`src/rtl/matmul_pkg.sv`:
```
// Shared types and constants for the matrix-multiply sequencer and its MAC.
package matmul_pkg;

  typedef enum logic [2:0] {IDLE, ISSUE, DRAIN, WRITE, FIN} state_t;

  localparam int MAX_WIDTH_LEN = 2;
  localparam int SIZE_VALUE    = 8;

  // Wide enough for n full-scale signed products without overflow.
  function automatic int acc_width(input int sv, input int mw);
    return 2 * sv + mw;
  endfunction

  function automatic int sat_hi(input int sv);
    return (1 << (sv - 1)) - 1;
  endfunction

  function automatic int sat_lo(input int sv);
    return -(1 << (sv - 1));
  endfunction

  localparam int SAT_HI = sat_hi(SIZE_VALUE);
  localparam int SAT_LO = sat_lo(SIZE_VALUE);

endpackage

```
`src/rtl/matmul_mac.sv`:
```
// Signed multiply-accumulate with clear/enable; o_red is the reduced value of the
// next accumulator state (saturating when MATMUL_SATURATE_EN is defined, else wrapping).
module matmul_mac
  import matmul_pkg::*;
#(
  parameter int sizeValue = 8,
  parameter int accWidth  = acc_width(8, 2)
) (
  input  logic                        clk,
  input  logic                        rst_n,
  input  logic                        i_clr,
  input  logic                        i_en,
  input  logic signed [sizeValue-1:0] i_a,
  input  logic signed [sizeValue-1:0] i_b,
  output logic signed [sizeValue-1:0] o_red
);

  logic signed [accWidth-1:0] r_acc;
  logic signed [accWidth-1:0] w_a;
  logic signed [accWidth-1:0] w_b;
  logic signed [accWidth-1:0] w_prod;
  logic signed [accWidth-1:0] w_sum;

  assign w_a    = accWidth'(i_a);
  assign w_b    = accWidth'(i_b);
  assign w_prod = w_a * w_b;
  assign w_sum  = r_acc + (i_en ? w_prod : '0);

  always_ff @(posedge clk or negedge rst_n) begin
    if (!rst_n) begin
      r_acc <= '0;
    end else if (i_clr) begin
      r_acc <= '0;
    end else if (i_en) begin
      r_acc <= w_sum;
    end
  end

`ifdef MATMUL_SATURATE_EN
  localparam logic signed [accWidth-1:0] SMAX = accWidth'(sat_hi(sizeValue));
  localparam logic signed [accWidth-1:0] SMIN = accWidth'(sat_lo(sizeValue));

  always_comb begin
    o_red = w_sum[sizeValue-1:0];
    if (w_sum > SMAX) begin
      o_red = SMAX[sizeValue-1:0];
    end else if (w_sum < SMIN) begin
      o_red = SMIN[sizeValue-1:0];
    end
  end
`else
  assign o_red = w_sum[sizeValue-1:0];
`endif

endmodule

```
`src/rtl/matmul_sequencer.sv`:
```
// C = A x B controller: walks i,j,k over synchronous-read A/B memories and writes C.
// Optional MATMUL_SATURATE_EN makes C elements saturate instead of wrap.
module matmul_sequencer
  import matmul_pkg::*;
#(
  parameter int maxWidthLen = 2,
  parameter int sizeValue   = 8,
  parameter int accWidth    = acc_width(sizeValue, maxWidthLen)
) (
  input  logic                          clk,
  input  logic                          rst_n,
  input  logic                          start,
  input  logic [maxWidthLen:0]          dim,
  output logic                          busy,
  output logic                          done,
  output logic [maxWidthLen-1:0]        a_x,
  output logic [maxWidthLen-1:0]        a_y,
  input  logic signed [sizeValue-1:0]   a_in,
  output logic [maxWidthLen-1:0]        b_x,
  output logic [maxWidthLen-1:0]        b_y,
  input  logic signed [sizeValue-1:0]   b_in,
  output logic [maxWidthLen-1:0]        c_x,
  output logic [maxWidthLen-1:0]        c_y,
  output logic signed [sizeValue-1:0]   c_out,
  output logic                          c_w
);

  localparam logic [maxWidthLen:0] MAXN = {1'b1, {maxWidthLen{1'b0}}};

  state_t                       r_state, w_state_nxt;
  logic [maxWidthLen-1:0]       r_i, r_j, r_k;
  logic [maxWidthLen-1:0]       w_i_nxt, w_j_nxt, w_k_nxt;
  logic [maxWidthLen:0]         r_n, w_n_nxt, w_dim_cl, w_n_m1;
  logic                         w_k_last, w_j_last, w_i_last;
  logic                         w_clr, w_acc_en;
  logic signed [sizeValue-1:0]  w_red, r_c_out;
  logic                         r_busy, r_done, r_c_w;

  assign w_dim_cl = (dim > MAXN) ? MAXN : dim;
  assign w_n_m1   = r_n - (maxWidthLen + 1)'(1);
  assign w_k_last = ({1'b0, r_k} == w_n_m1);
  assign w_j_last = ({1'b0, r_j} == w_n_m1);
  assign w_i_last = ({1'b0, r_i} == w_n_m1);

  matmul_mac #(
    .sizeValue (sizeValue),
    .accWidth  (accWidth)
  ) u_mac (
    .clk   (clk),
    .rst_n (rst_n),
    .i_clr (w_clr),
    .i_en  (w_acc_en),
    .i_a   (a_in),
    .i_b   (b_in),
    .o_red (w_red)
  );

  always_comb begin
    w_state_nxt = r_state;
    w_i_nxt     = r_i;
    w_j_nxt     = r_j;
    w_k_nxt     = r_k;
    w_n_nxt     = r_n;
    w_clr       = 1'b0;
    w_acc_en    = 1'b0;
    case (r_state)
      IDLE: begin
        if (start) begin
          w_n_nxt     = w_dim_cl;
          w_i_nxt     = '0;
          w_j_nxt     = '0;
          w_k_nxt     = '0;
          w_clr       = 1'b1;
          w_state_nxt = (w_dim_cl == '0) ? FIN : ISSUE;
        end
      end
      ISSUE: begin
        // Data for k-1 arrives this cycle; the first ISSUE cycle has nothing yet.
        w_acc_en = (r_k != '0);
        if (w_k_last) begin
          w_state_nxt = DRAIN;
        end else begin
          w_k_nxt = r_k + maxWidthLen'(1);
        end
      end
      DRAIN: begin
        w_acc_en    = 1'b1;
        w_state_nxt = WRITE;
      end
      WRITE: begin
        w_clr   = 1'b1;
        w_k_nxt = '0;
        if (!w_j_last) begin
          w_j_nxt     = r_j + maxWidthLen'(1);
          w_state_nxt = ISSUE;
        end else if (!w_i_last) begin
          w_j_nxt     = '0;
          w_i_nxt     = r_i + maxWidthLen'(1);
          w_state_nxt = ISSUE;
        end else begin
          w_j_nxt     = '0;
          w_i_nxt     = '0;
          w_state_nxt = FIN;
        end
      end
      FIN:     w_state_nxt = IDLE;
      default: w_state_nxt = IDLE;
    endcase
  end

  // Outputs are registered from the next state so they line up with the state they describe.
  always_ff @(posedge clk or negedge rst_n) begin
    if (!rst_n) begin
      r_state <= IDLE;
      r_i     <= '0;
      r_j     <= '0;
      r_k     <= '0;
      r_n     <= '0;
      r_busy  <= 1'b0;
      r_done  <= 1'b0;
      r_c_w   <= 1'b0;
      r_c_out <= '0;
    end else begin
      r_state <= w_state_nxt;
      r_i     <= w_i_nxt;
      r_j     <= w_j_nxt;
      r_k     <= w_k_nxt;
      r_n     <= w_n_nxt;
      r_busy  <= (w_state_nxt != IDLE);
      r_done  <= (w_state_nxt == FIN);
      r_c_w   <= (w_state_nxt == WRITE);
      if (w_state_nxt == WRITE) begin
        r_c_out <= w_red;
      end
    end
  end

  assign busy  = r_busy;
  assign done  = r_done;
  assign a_x   = r_i;
  assign a_y   = r_k;
  assign b_x   = r_k;
  assign b_y   = r_j;
  assign c_x   = r_i;
  assign c_y   = r_j;
  assign c_out = r_c_out;
  assign c_w   = r_c_w;

endmodule

```
`config.mk`:
```
export PLATFORM = sky130hd
export DESIGN_NAME = matmul_sequencer
export DESIGN_NICKNAME = d
export VERILOG_FILES = /design/src/rtl/matmul_pkg.sv /design/src/rtl/matmul_mac.sv /design/src/rtl/matmul_sequencer.sv
export SDC_FILE = /design/constraint.sdc
export NUM_CORES = 1
export LEC_CHECK = 0
export CAP_MARGIN = 20
export CORE_ASPECT_RATIO = 1.25
export CORE_MARGIN = 5
export CORE_UTILIZATION = 35
export CTS_CLUSTER_DIAMETER = 150
export DETAILED_ROUTE_END_ITERATION = 12
export PLACE_DENSITY = 0.53
export RECOVER_POWER = 50
export SETUP_SLACK_MARGIN = 0.02
export SYNTH_ARGS = -nofsm -noshare
export SYNTH_HDL_FRONTEND = slang
export SYNTH_SLANG_ARGS = --single-unit
```
`constraint.sdc`:
```
create_clock -name clk -period 3.9 [get_ports clk]
set_input_delay 0.78 -clock clk [delete_from_list [all_inputs] [get_ports clk]]
set_output_delay 0.78 -clock clk [all_outputs]
set_load 0.01 [all_outputs]
```
# ---- Word level (Yosys, flattened, before mapping)
# Cells that the tools add are included.
# Widths: inputs -> output; s select.
dict set report op_classes {
  addsub 5
  n_mul 1
  div_mod_pow 0
  order_cmp 1
  n_eq_ne 11
  shifts 0
  muxes 21
  bitwise_logic 0
  reduce_logical 11
}
# operator n
set op_table {}
lappend op_table {{$mux 18} 3}
lappend op_table {{$add 18x18->18} 1}
lappend op_table {{$mux 3} 6}
lappend op_table {{$mul 8x8->16} 1}
lappend op_table {{$pmux 3 s4} 1}
lappend op_table {{$mux 2} 5}
lappend op_table {{$eq 2x3->1} 3}
lappend op_table {{$eq 3x2->1 const B} 3}
lappend op_table {{$pmux 2 s2} 2}
lappend op_table {{$add 2x1->2 const B} 3}
lappend op_table {{$logic_not 3->1} 2}
lappend op_table {{$ne 2x2->1 const B} 3}
lappend op_table {{$pmux 2 s3} 1}
lappend op_table {{$reduce_and 3->1} 2}
lappend op_table {{$reduce_bool 2->1} 3}
lappend op_table {{$reduce_bool 3->1} 2}
lappend op_table {{$pmux 1 s2} 2}
lappend op_table {{$reduce_and 2->1} 2}
lappend op_table {{$eq 3x1->1 const B} 1}
lappend op_table {{$eq 3x3->1 const B} 1}
lappend op_table {{$gt 3x3->1 const B} 1}
lappend op_table {{$sub 3x1->3 const B} 1}
lappend op_table {{$mux 1} 1}
dict set report word_totals {
  regBits 41
  latchBits 0
  ram_bits 0
  romBits 0
  in_bits 22
  output_inout_bits 23
  wordCells 60
  mem_count 0
}

# ---- Depth between registers and ports, before layout
# Gate-level depths: netlist of run 1.
dict set report depth {
  depth_word 7
  mapped_depth 17
  ltp_nobuf 17
}

# ---- Modules after synthesis
# A second synthesis of run 1 with hierarchy kept.
dict set report hier_totals {
  cells_unflattened 287
  area_unflattened_um2 2869.0
}
# module n_inst cells_per_inst area_per_inst_um2 seq_area_each_um2
set modules_own_cells {}
lappend modules_own_cells {matmul_mac 1 174 1601.5 200.2}
lappend modules_own_cells {matmul_sequencer 1 113 1267.5 575.6}

# ---- Worst setup path after synthesis of run 1
# OpenSTA, ideal clock, no wires.
dict set report synth_timing {
  path_kind {input -> register}
  startpoint {in b_in[1]}
  endpoint {reg r_c_out[7] (netlist: c_out[7])}
  setup_ns 0.125
  arrival_time_ns 4.767
  required_time_ns 3.775
  setup_slack_ns -0.992
  path_stages 16
  n_path_buf 0
  path_cell_list {and2_2 ha_1 inv_1 fa_1 inv_1 ha_1 fa_1 ha_1 fa_1 and2_1 ha_1 or2_2 a21oi_1 nor2_1 xor3_1 mux2_2}
}
dict set report synth_between {
  elab_chain_len 3
}
# element line
set synth_lines {}
lappend synth_lines {{start: declaration} matmul_sequencer.sv:21} ;# input logic signed [sizeValue-1:0] b_in,
lappend synth_lines {{$mul 8x8->16} matmul_mac.sv:26} ;# assign w_prod = w_a * w_b;
lappend synth_lines {{$mux 18} matmul_mac.sv:27} ;# assign w_sum = r_acc + (i_en ? w_prod : '0);
lappend synth_lines {{$add 18x18->18} matmul_mac.sv:27}
lappend synth_lines {{end signal: assignment} matmul_sequencer.sv:133} ;# r_c_out <= w_red;
lappend synth_lines {{end: declaration} matmul_sequencer.sv:36} ;# logic signed [sizeValue-1:0] w_red, r_c_out;
# Every way passes these cells.
# A chain may end at the register's enable or synchronous reset.

# ---- Worst setup path after layout of run 1
dict set report layout_timing {
  startpoint {in b_in[1]}
  endpoint {reg u_mac.r_acc[7]}
}
dict set report layout_between {
  elab_chain_len 5
}
# element line
set layout_lines {}
lappend layout_lines {{$mul 8x8->16} matmul_mac.sv:26}
lappend layout_lines {{$mux 18} matmul_mac.sv:27}
lappend layout_lines {{$add 18x18->18} matmul_mac.sv:27}
lappend layout_lines {{$mux 18} matmul_mac.sv:34} ;# end else if (i_en) begin
lappend layout_lines {{$mux 18} matmul_mac.sv:32} ;# end else if (i_clr) begin
lappend layout_lines {{end signal: assignment} matmul_mac.sv:35} ;# r_acc <= w_sum;
lappend layout_lines {{end: declaration} matmul_mac.sv:18} ;# logic signed [accWidth-1:0] r_acc;
# Every way passes these cells. The select of a mux whose other input is x is not followed.

==> impl_metrics.toml, run 1 <==
[place]
sum_of_net_half_perimeters_after_detailed_placement_mm = 4.981
post_dp_cell_area_um2 = 3452
place_worst_setup_slack_ps = -1431
io_buffers = 44
numPlacedInstances = 441
globalplace.congestion = 0.8057

[setup_path]
most_used_cell_cp = "sky130_fd_sc_hd__ha_4"
critical_path.cell_chain = "buf_12 -> and2_4 -> ha_4 -> inv_2 -> fa_1 -> inv_2 -> ha_4 -> fa_1 -> ha_2 -> fa_2 -> and2_4 -> ha_4 -> or2_4 -> a21oi_4 -> nor3_2 -> or4b_1 -> o211ai_2"
timing.critical_path.slowest_stage_cell = "sky130_fd_sc_hd__fa_1"
worst_setup_path_end_kind = "register"
setup.worst_path.start_class = "primary input"
critPathMaxFanout = 6
critical_path.top_delay_family = "adder cells"
worst-path-buf-inv = 3
cp.required_ps = 4100
worstSetupPathType = "in2reg"
cp.arrival_ps = 4660
cpPeakStageDelay_ps = 520

[sta]
final-hold-violation-count = 0
layout_worst_path_cycle_share_pct = 114.2
report.final.setup_viol = 6
max-slew-margin-rel_pct = -16.21
fmaxAchievable_ghz = 0.2245
post-route-worst-setup-slack_ps = -553.5
drv_slew = 32
worst_max_slew_pin_slew_ps = 1743
setup-tns-final_ps = -1716
skew_ps = 6.111
unrepaired_setup_endpoints_after_global_routing = "true"
finalCriticalPeriod_ps = 4453

[yosys]
synth.cell_area_um2 = 2718
yosys_register_bits = 31
syn_inst = 290
synth.distinct_cells = 43
synth_seq_area_share_pct = 28.55
dominantRegCellSynth = "sky130_fd_sc_hd__dfrtp_1"
synth_enable_flop_cells = 0
synthesis.area_per_instance_um2 = 9.371
syn_nets = 353
async_set_or_reset_flop_fraction_in_the_synthesized_netlist_pct = 100.0
synth-warning-count = 0

[clock_network]
clock_insertion_delay_worst_skew_ps = 280
number_of_clock_buffers_inserted_by_tritoncts = 5
cts.clk_slew.worst_paths_ps = 60
cts-root-buf = "sky130_fd_sc_hd__clkbuf_8"
tritoncts_clock_tree = "yes"
ctsHtreeMaxLevel = 2
cts_buffer_depth = 2
cts.sinks = 31

[pwr]
overall_power_mw = 2.591
proportion_of_power_drawn_by_the_clock_network_pct = 9.5
p_int_mw = 1.530
p_sw_mw = 1.061
worst_ir_drop_vdd_uv = 317.6
switching_share_pct = 40.96
power_leakage_nw = 1.799
pwr-share-seq_pct = 21.7
power_density_nw_per_um2 = 691.4
power.share.combinational_pct = 68.8

[status]
outcome = "finished, violations left"
violations_in_the_final_reports = "capacitance limit, slew limit, setup timing"

[cells_and_area]
fraction_of_final_layout_cells_with_drive_strength_greater_than_1_pct = 27.02
filler_cell_count = 747
antenna_cells_inserted = 0
design.final.nets = 421
layout_common_cells = "36 x sky130_fd_sc_hd__nand2_1, 31 x sky130_fd_sc_hd__dfrtp_1, 26 x sky130_fd_sc_hd__clkdlybuf4s50_1, 25 x sky130_fd_sc_hd__inv_1, 21 x sky130_fd_sc_hd__buf_4"
syn2layout_area_growth_pct = 37.89
instances_no_fill = 454
postLayoutCellArea_um2 = 3747
layout.cells.most_common = "sky130_fd_sc_hd__nand2_1"

[routing]
finalWirelength_mm = 6.401
route.vias.total = 2188
first_pass_iters = 4
wire_per_inst_um = 14.10
drt_iter0_markers = 27
via_per_inst = 4.819
drcViolationCount = 0
residual_antenna_violating_net_count_after_detailed_routing = 0

[global_route]
gr-max-usage-layer = "met2"
first_global_vias = 2353
grt_start_max_net_pins = 32
globalRouteOverflowTotal = 0
global_route.usage.total_pct = 14.38
grt_use_met1_pct = 16.24
gr-usage-met3_pct = 2.210
first_pass_grt_wire_length_mm = 10.83
grt_antenna_before_repair = 0
grt.met2_usage_pct = 27.02

[floorplanning]
floorplan.rows = 36
core_area_um2 = 7702
ios = 45
fp.dieArea_um2 = 9638
initial_utilization_pct = 35.28
fp.dieH_um = 108.5
die-width_um = 88.82

[hold_path]
worstHoldPathType = "reg2reg"

[flow_run]
drv.max_cap_violation_count = 1
-- path summary, 6_finish.rpt --
kind	start	end	slack, ps	depth (start not counted)
setup / recovery	b_in[1]	u_mac.r_acc[7]	-550	17
hold / removal	c_out[0]	c_out[0]	480	2
setup reg to reg	a_y[0]	u_mac.r_acc[7]	530	14
hold reg to reg	c_out[0]	c_out[0]	480	2
max in group asynchronous	rst_n	u_mac.r_acc[7]	1400	2
min in group asynchronous	rst_n	c_out[0]	1490	2
-- worst reg2reg max path: cells and delay by family (launching register included) --
family	cells	cell delay, ps
compound gates	6	1260
simple gates	4	1030
flops	1	450
fa+ha+maj	2	400
buf+inv	2	160
-- what timing repair did --
| action | 4_1_cts | 5_1_grt |
|---|---|---|
| buffers inserted | 5 | 0 |
| hold buffers | 0 | 0 |
| setup endpoints to repair | 8 | 6 |
| resized for setup | 99 | 4 |
| pin swaps | 32 | 12 |
-- cell usage after synthesis, drive strengths merged (3+ instances only) --
cell / count / area [um^2]
nand2: 41 / 156.4
xnor2: 18 / 165.2
mux2: 3 / 33.78
a22o: 6 / 52.55
a21o: 4 / 30.03
clkbuf: 3 / 11.26
inv: 31 / 116.4
nand2b: 5 / 31.28
nor2: 12 / 45.04
and2: 24 / 157.7
dfrtp: 31 / 775.7
o21ai: 14 / 70.07
a21oi: 12 / 63.81
xor2: 7 / 61.31
buf: 6 / 45.04
fa: 13 / 260.3
ha: 28 / 350.3
or2: 3 / 18.77
-- layout make-up --
class | instances | area, um^2 | area share (%)
multi-input cells | 218 | 1976 | 52.72
flip-flops and latches | 31 | 775.7 | 20.70
repair buffers | 70 | 673.1 | 17.96
inverters | 32 | 120.1 | 3.205
well taps | 95 | 118.9 | 3.172
clock buffers | 5 | 68.82 | 1.836
clock inverters | 3 | 15.01 | 0.4007
-- metal layers --
layer | vias to the layer above | part of all wire [%]
met1 | 1052 | 39
met3 | 9 | 4.0
met4 | 0 | 1.5
li1 | 1083 | -
met2 | 44 | 55
met5 | - | 0
-- power groups by stage --
stage                     Clock, mW  Combinational (mW)  Sequential [mW]
after floorplan                   0                1.03            0.578
after global placement            0                1.54            0.571
after detailed placement          0                1.56            0.567
after CTS                     0.258                1.81            0.564
after global routing          0.274                1.98            0.582
final                         0.246                1.78            0.562
-- logic make-up (layout without fill, tap and decap cells) --
kind of cell,after synthesis,in the layout,synth area share (%)
xor+xnor,28,28,10.91
fa+ha+maj,41,41,22.47
compound gates,43,43,10.77
buf+inv,41,110,6.491
mux,3,3,1.243
simple gates,103,103,19.57
flops,31,31,28.54
-- flip-flops by register name (all words and copies together), names as in the netlist --
name,flops
c_out,8
u_mac.r_acc,8
r_n,3
r_state,3
a_x,2
a_y,2
b_y,2
busy,1
c_w,1
done,1
-- metrics by stage --
step                      utilization (%)  hold WS [ps]
after global placement              44.82         465.8
after floorplan                         -         464.7
after CTS                           48.39         488.4
after detailed placement            44.82         471.2
final                               48.65         478.9
after global routing                48.65         495.2
Power figures use the tool's default switching activity.
==> run 2, diff against run 1 <==
--- a/config.mk
+++ b/config.mk
@@ -11,7 +11,8 @@
 export CORE_UTILIZATION = 35
 export CTS_CLUSTER_DIAMETER = 150
 export DETAILED_ROUTE_END_ITERATION = 12
-export PLACE_DENSITY = 0.53
+export DONT_BUFFER_PORTS = 1
+export PLACE_DENSITY = 0.46
 export RECOVER_POWER = 50
 export SETUP_SLACK_MARGIN = 0.02
 export SYNTH_ARGS = -nofsm -noshare
==> constraint.sdc (replaced) <==
create_clock -name clk -period 3.9 [get_ports clk]
set_input_delay 0.78 -clock clk [delete_from_list [all_inputs] [get_ports clk]]
set_output_delay 0.78 -clock clk [all_outputs]
set_load 0.005 [all_outputs]
==> impl_metrics.toml, run 2 (synthesis gave the netlist of run 1 again) <==
[setup_path]
rrSetupSlack_ps = 510
terminus_of_the_critical_flop_to_flop_path = "u_mac.r_acc[7]"
worstRegToRegCells = 14
cp.required_ps = 4100
setup.worst_path.start_class = "primary input"
cp.arrival_ps = 4520
critPathMaxFanout = 8
worst_setup_path_end_kind = "register"
reg2reg_from = "a_y[0]"
worstSetupPathType = "in2reg"

[floorplanning]
die-width_um = 88.82
floorplan.rows = 36
fp.dieArea_um2 = 9638
initial_utilization_pct = 35.28
fp.dieH_um = 108.5
core_area_um2 = 7702
ios = 45

[cells_and_area]
layout.cells.most_common = "sky130_fd_sc_hd__nand2_1"
syn2layout_area_growth_pct = 13.95
antenna_cells_inserted = 0
fraction_of_final_layout_cells_with_drive_strength_greater_than_1_pct = 19.93
layout_common_cells = "40 x sky130_fd_sc_hd__nand2_1, 31 x sky130_fd_sc_hd__dfrtp_1, 28 x sky130_fd_sc_hd__inv_1, 21 x sky130_fd_sc_hd__ha_1"
design.final.nets = 364
filler_cell_count = 767

[clock_network]
cts.clk_slew.worst_paths_ps = 70
cts-root-buf = "sky130_fd_sc_hd__clkbuf_8"
number_of_clock_buffers_inserted_by_tritoncts = 5
tritoncts_clock_tree = "yes"
ctsHtreeMaxLevel = 2
cts.sinks = 31
clock_insertion_delay_worst_skew_ps = 280
cts_buffer_depth = 2

[sta]
post-route-worst-setup-slack_ps = -421.9
layout_worst_path_cycle_share_pct = 110.8
report.final.setup_viol = 4
drv_slew = 0
fmaxAchievable_ghz = 0.2314
fin_hold_ws_ps = 188.9
final-hold-violation-count = 0
skew_ps = 5.523
unrepaired_setup_endpoints_after_global_routing = "true"
max-slew-margin-rel_pct = 70.91
finalCriticalPeriod_ps = 4322
worst_max_slew_pin_slew_ps = 436.4

[place]
io_buffers = 0
sum_of_net_half_perimeters_after_detailed_placement_mm = 4.898
place_worst_setup_slack_ps = -725.4
globalplace.congestion = 0.7651

[routing]
highest_layer = "met4"
drt-met1-wl_mm = 2.398
detailroute.wirelength.met2_mm = 3.273
via_per_inst = 4.919
drcViolationCount = 0
finalWirelength_mm = 6.028
drt_iter0_markers = 51
route.vias.total = 1948
detail_route_met3_wl_um = 275
first_pass_iters = 3
wire_per_inst_um = 15.22
residual_antenna_violating_net_count_after_detailed_routing = 0

[status]
violations_in_the_final_reports = "setup timing"
outcome = "finished, violations left"

[flow_run]
drv.max_cap_violation_count = 0

[global_route]
global_route.usage.total_pct = 13.95
grt_antenna_before_repair = 0
grt_start_max_net_pins = 32
globalRouteOverflowTotal = 0
first_global_vias = 2190
first_pass_grt_wire_length_mm = 10.45

[pwr]
power_leakage_nw = 1.521
power_density_nw_per_um2 = 728.1
worst_ir_drop_vdd_uv = 308.0

[hold_path]
worstHoldPathType = "in2async"
[run 2: cell count changes in the layout (fill, tap and decap cells not counted), moves of 3 or more]
cell	change
sky130_fd_sc_hd__buf_4	-9
sky130_fd_sc_hd__ha_1	+3
sky130_fd_sc_hd__buf_6	-9
sky130_fd_sc_hd__ha_4	-3
sky130_fd_sc_hd__inv_2	-3
sky130_fd_sc_hd__clkdlybuf4s50_1	-26
sky130_fd_sc_hd__inv_1	+3
sky130_fd_sc_hd__nand2_2	-3
sky130_fd_sc_hd__nand2_1	+4
sky130_fd_sc_hd__dlygate4sd3_1	-6
[run 2: how the worst max path moves through the flow]
stage | end | startpoint | slack [ps] | cells past startpoint
2_1_floorplan | u_mac.r_acc[7] | b_in[1] | -630 | 16
3_3_place_gp | u_mac.r_acc[7] | b_in[0] | -730 | 16
3_5_place_dp | u_mac.r_acc[7] | b_in[0] | -730 | 16
4_1_cts | u_mac.r_acc[7] | b_in[0] | -420 | 16
5_1_grt | u_mac.r_acc[7] | b_in[0] | -550 | 16
6_report | u_mac.r_acc[7] | b_in[0] | -420 | 16
[run 2: timing repair]
action	in CTS	in global routing
pin swaps	9	2
hold buffers	0	0
setup buffers	2	0
resized for setup	6	4
endpoints found under the setup margin	4	6
[run 2: area by class of cell]
cell class	count	area [um^2]	share of cell area [%]
Tap cell	95	118.9	3.838
Clock inverter	1	5.005	0.1616
Inverter	32	120.1	3.879
Timing Repair Buffer	13	95.09	3.071
Multi-Input combinational cell	218	1899	61.33
Clock buffer	6	82.58	2.667
Sequential cell	31	775.7	25.05
[run 2: metal layers]
layer  vias up  GRT usage, %
li1        965             -
met1       944         16.02
met2        31         25.42
met3         8         2.896
met4         0         4.212
met5         -             0
[run 2: metrics by stage]
stage | TNS, ps | total power [mW] | util (%) | cell area, um^2 | std cells
2_1_floorplan | -1358 | 1.569 | - | 2791 | 290
6_report | -907.4 | 2.255 | 40.20 | 3097 | 396
5_1_grt | -1377 | 2.482 | 40.20 | 3097 | 396
3_3_place_gp | -2552 | 1.894 | 38.03 | 2929 | 386
4_1_cts | -884.8 | 2.247 | 39.80 | 3065 | 395
3_5_place_dp | -2495 | 1.901 | 38.03 | 2929 | 386
[run 2: critical path, cell delays in order]
cell,delay (ps)
sky130_fd_sc_hd__and2_4,150
sky130_fd_sc_hd__ha_4,250
sky130_fd_sc_hd__inv_2,30
sky130_fd_sc_hd__fa_1,490
sky130_fd_sc_hd__inv_2,50
sky130_fd_sc_hd__ha_4,250
sky130_fd_sc_hd__fa_1,410
sky130_fd_sc_hd__ha_2,220
sky130_fd_sc_hd__fa_2,560
sky130_fd_sc_hd__and2_4,140
sky130_fd_sc_hd__ha_4,190
sky130_fd_sc_hd__or2_4,230
sky130_fd_sc_hd__a21oi_4,140
sky130_fd_sc_hd__nor3_2,70
sky130_fd_sc_hd__or4b_1,490
sky130_fd_sc_hd__o211ai_2,70
[run 2: where the power goes]
part | internal, mW | switching [mW]
Clock | 0.138 | 0.116
Combinational | 0.723 | 0.692
Sequential | 0.453 | 0.133
Total | 1.31 | 0.941
==> run 3, diff against run 2 <==
--- a/config.mk
+++ b/config.mk
@@ -9,6 +9,7 @@
 export CORE_ASPECT_RATIO = 1.25
 export CORE_MARGIN = 5
 export CORE_UTILIZATION = 35
+export CTS_BUF_LIST = sky130_fd_sc_hd__clkbuf_4 sky130_fd_sc_hd__clkbuf_8
 export CTS_CLUSTER_DIAMETER = 150
 export DETAILED_ROUTE_END_ITERATION = 12
 export DONT_BUFFER_PORTS = 1
==> results of run 3 <==
Same layout as run 2: the final DEF is identical, and so are final timing and power.
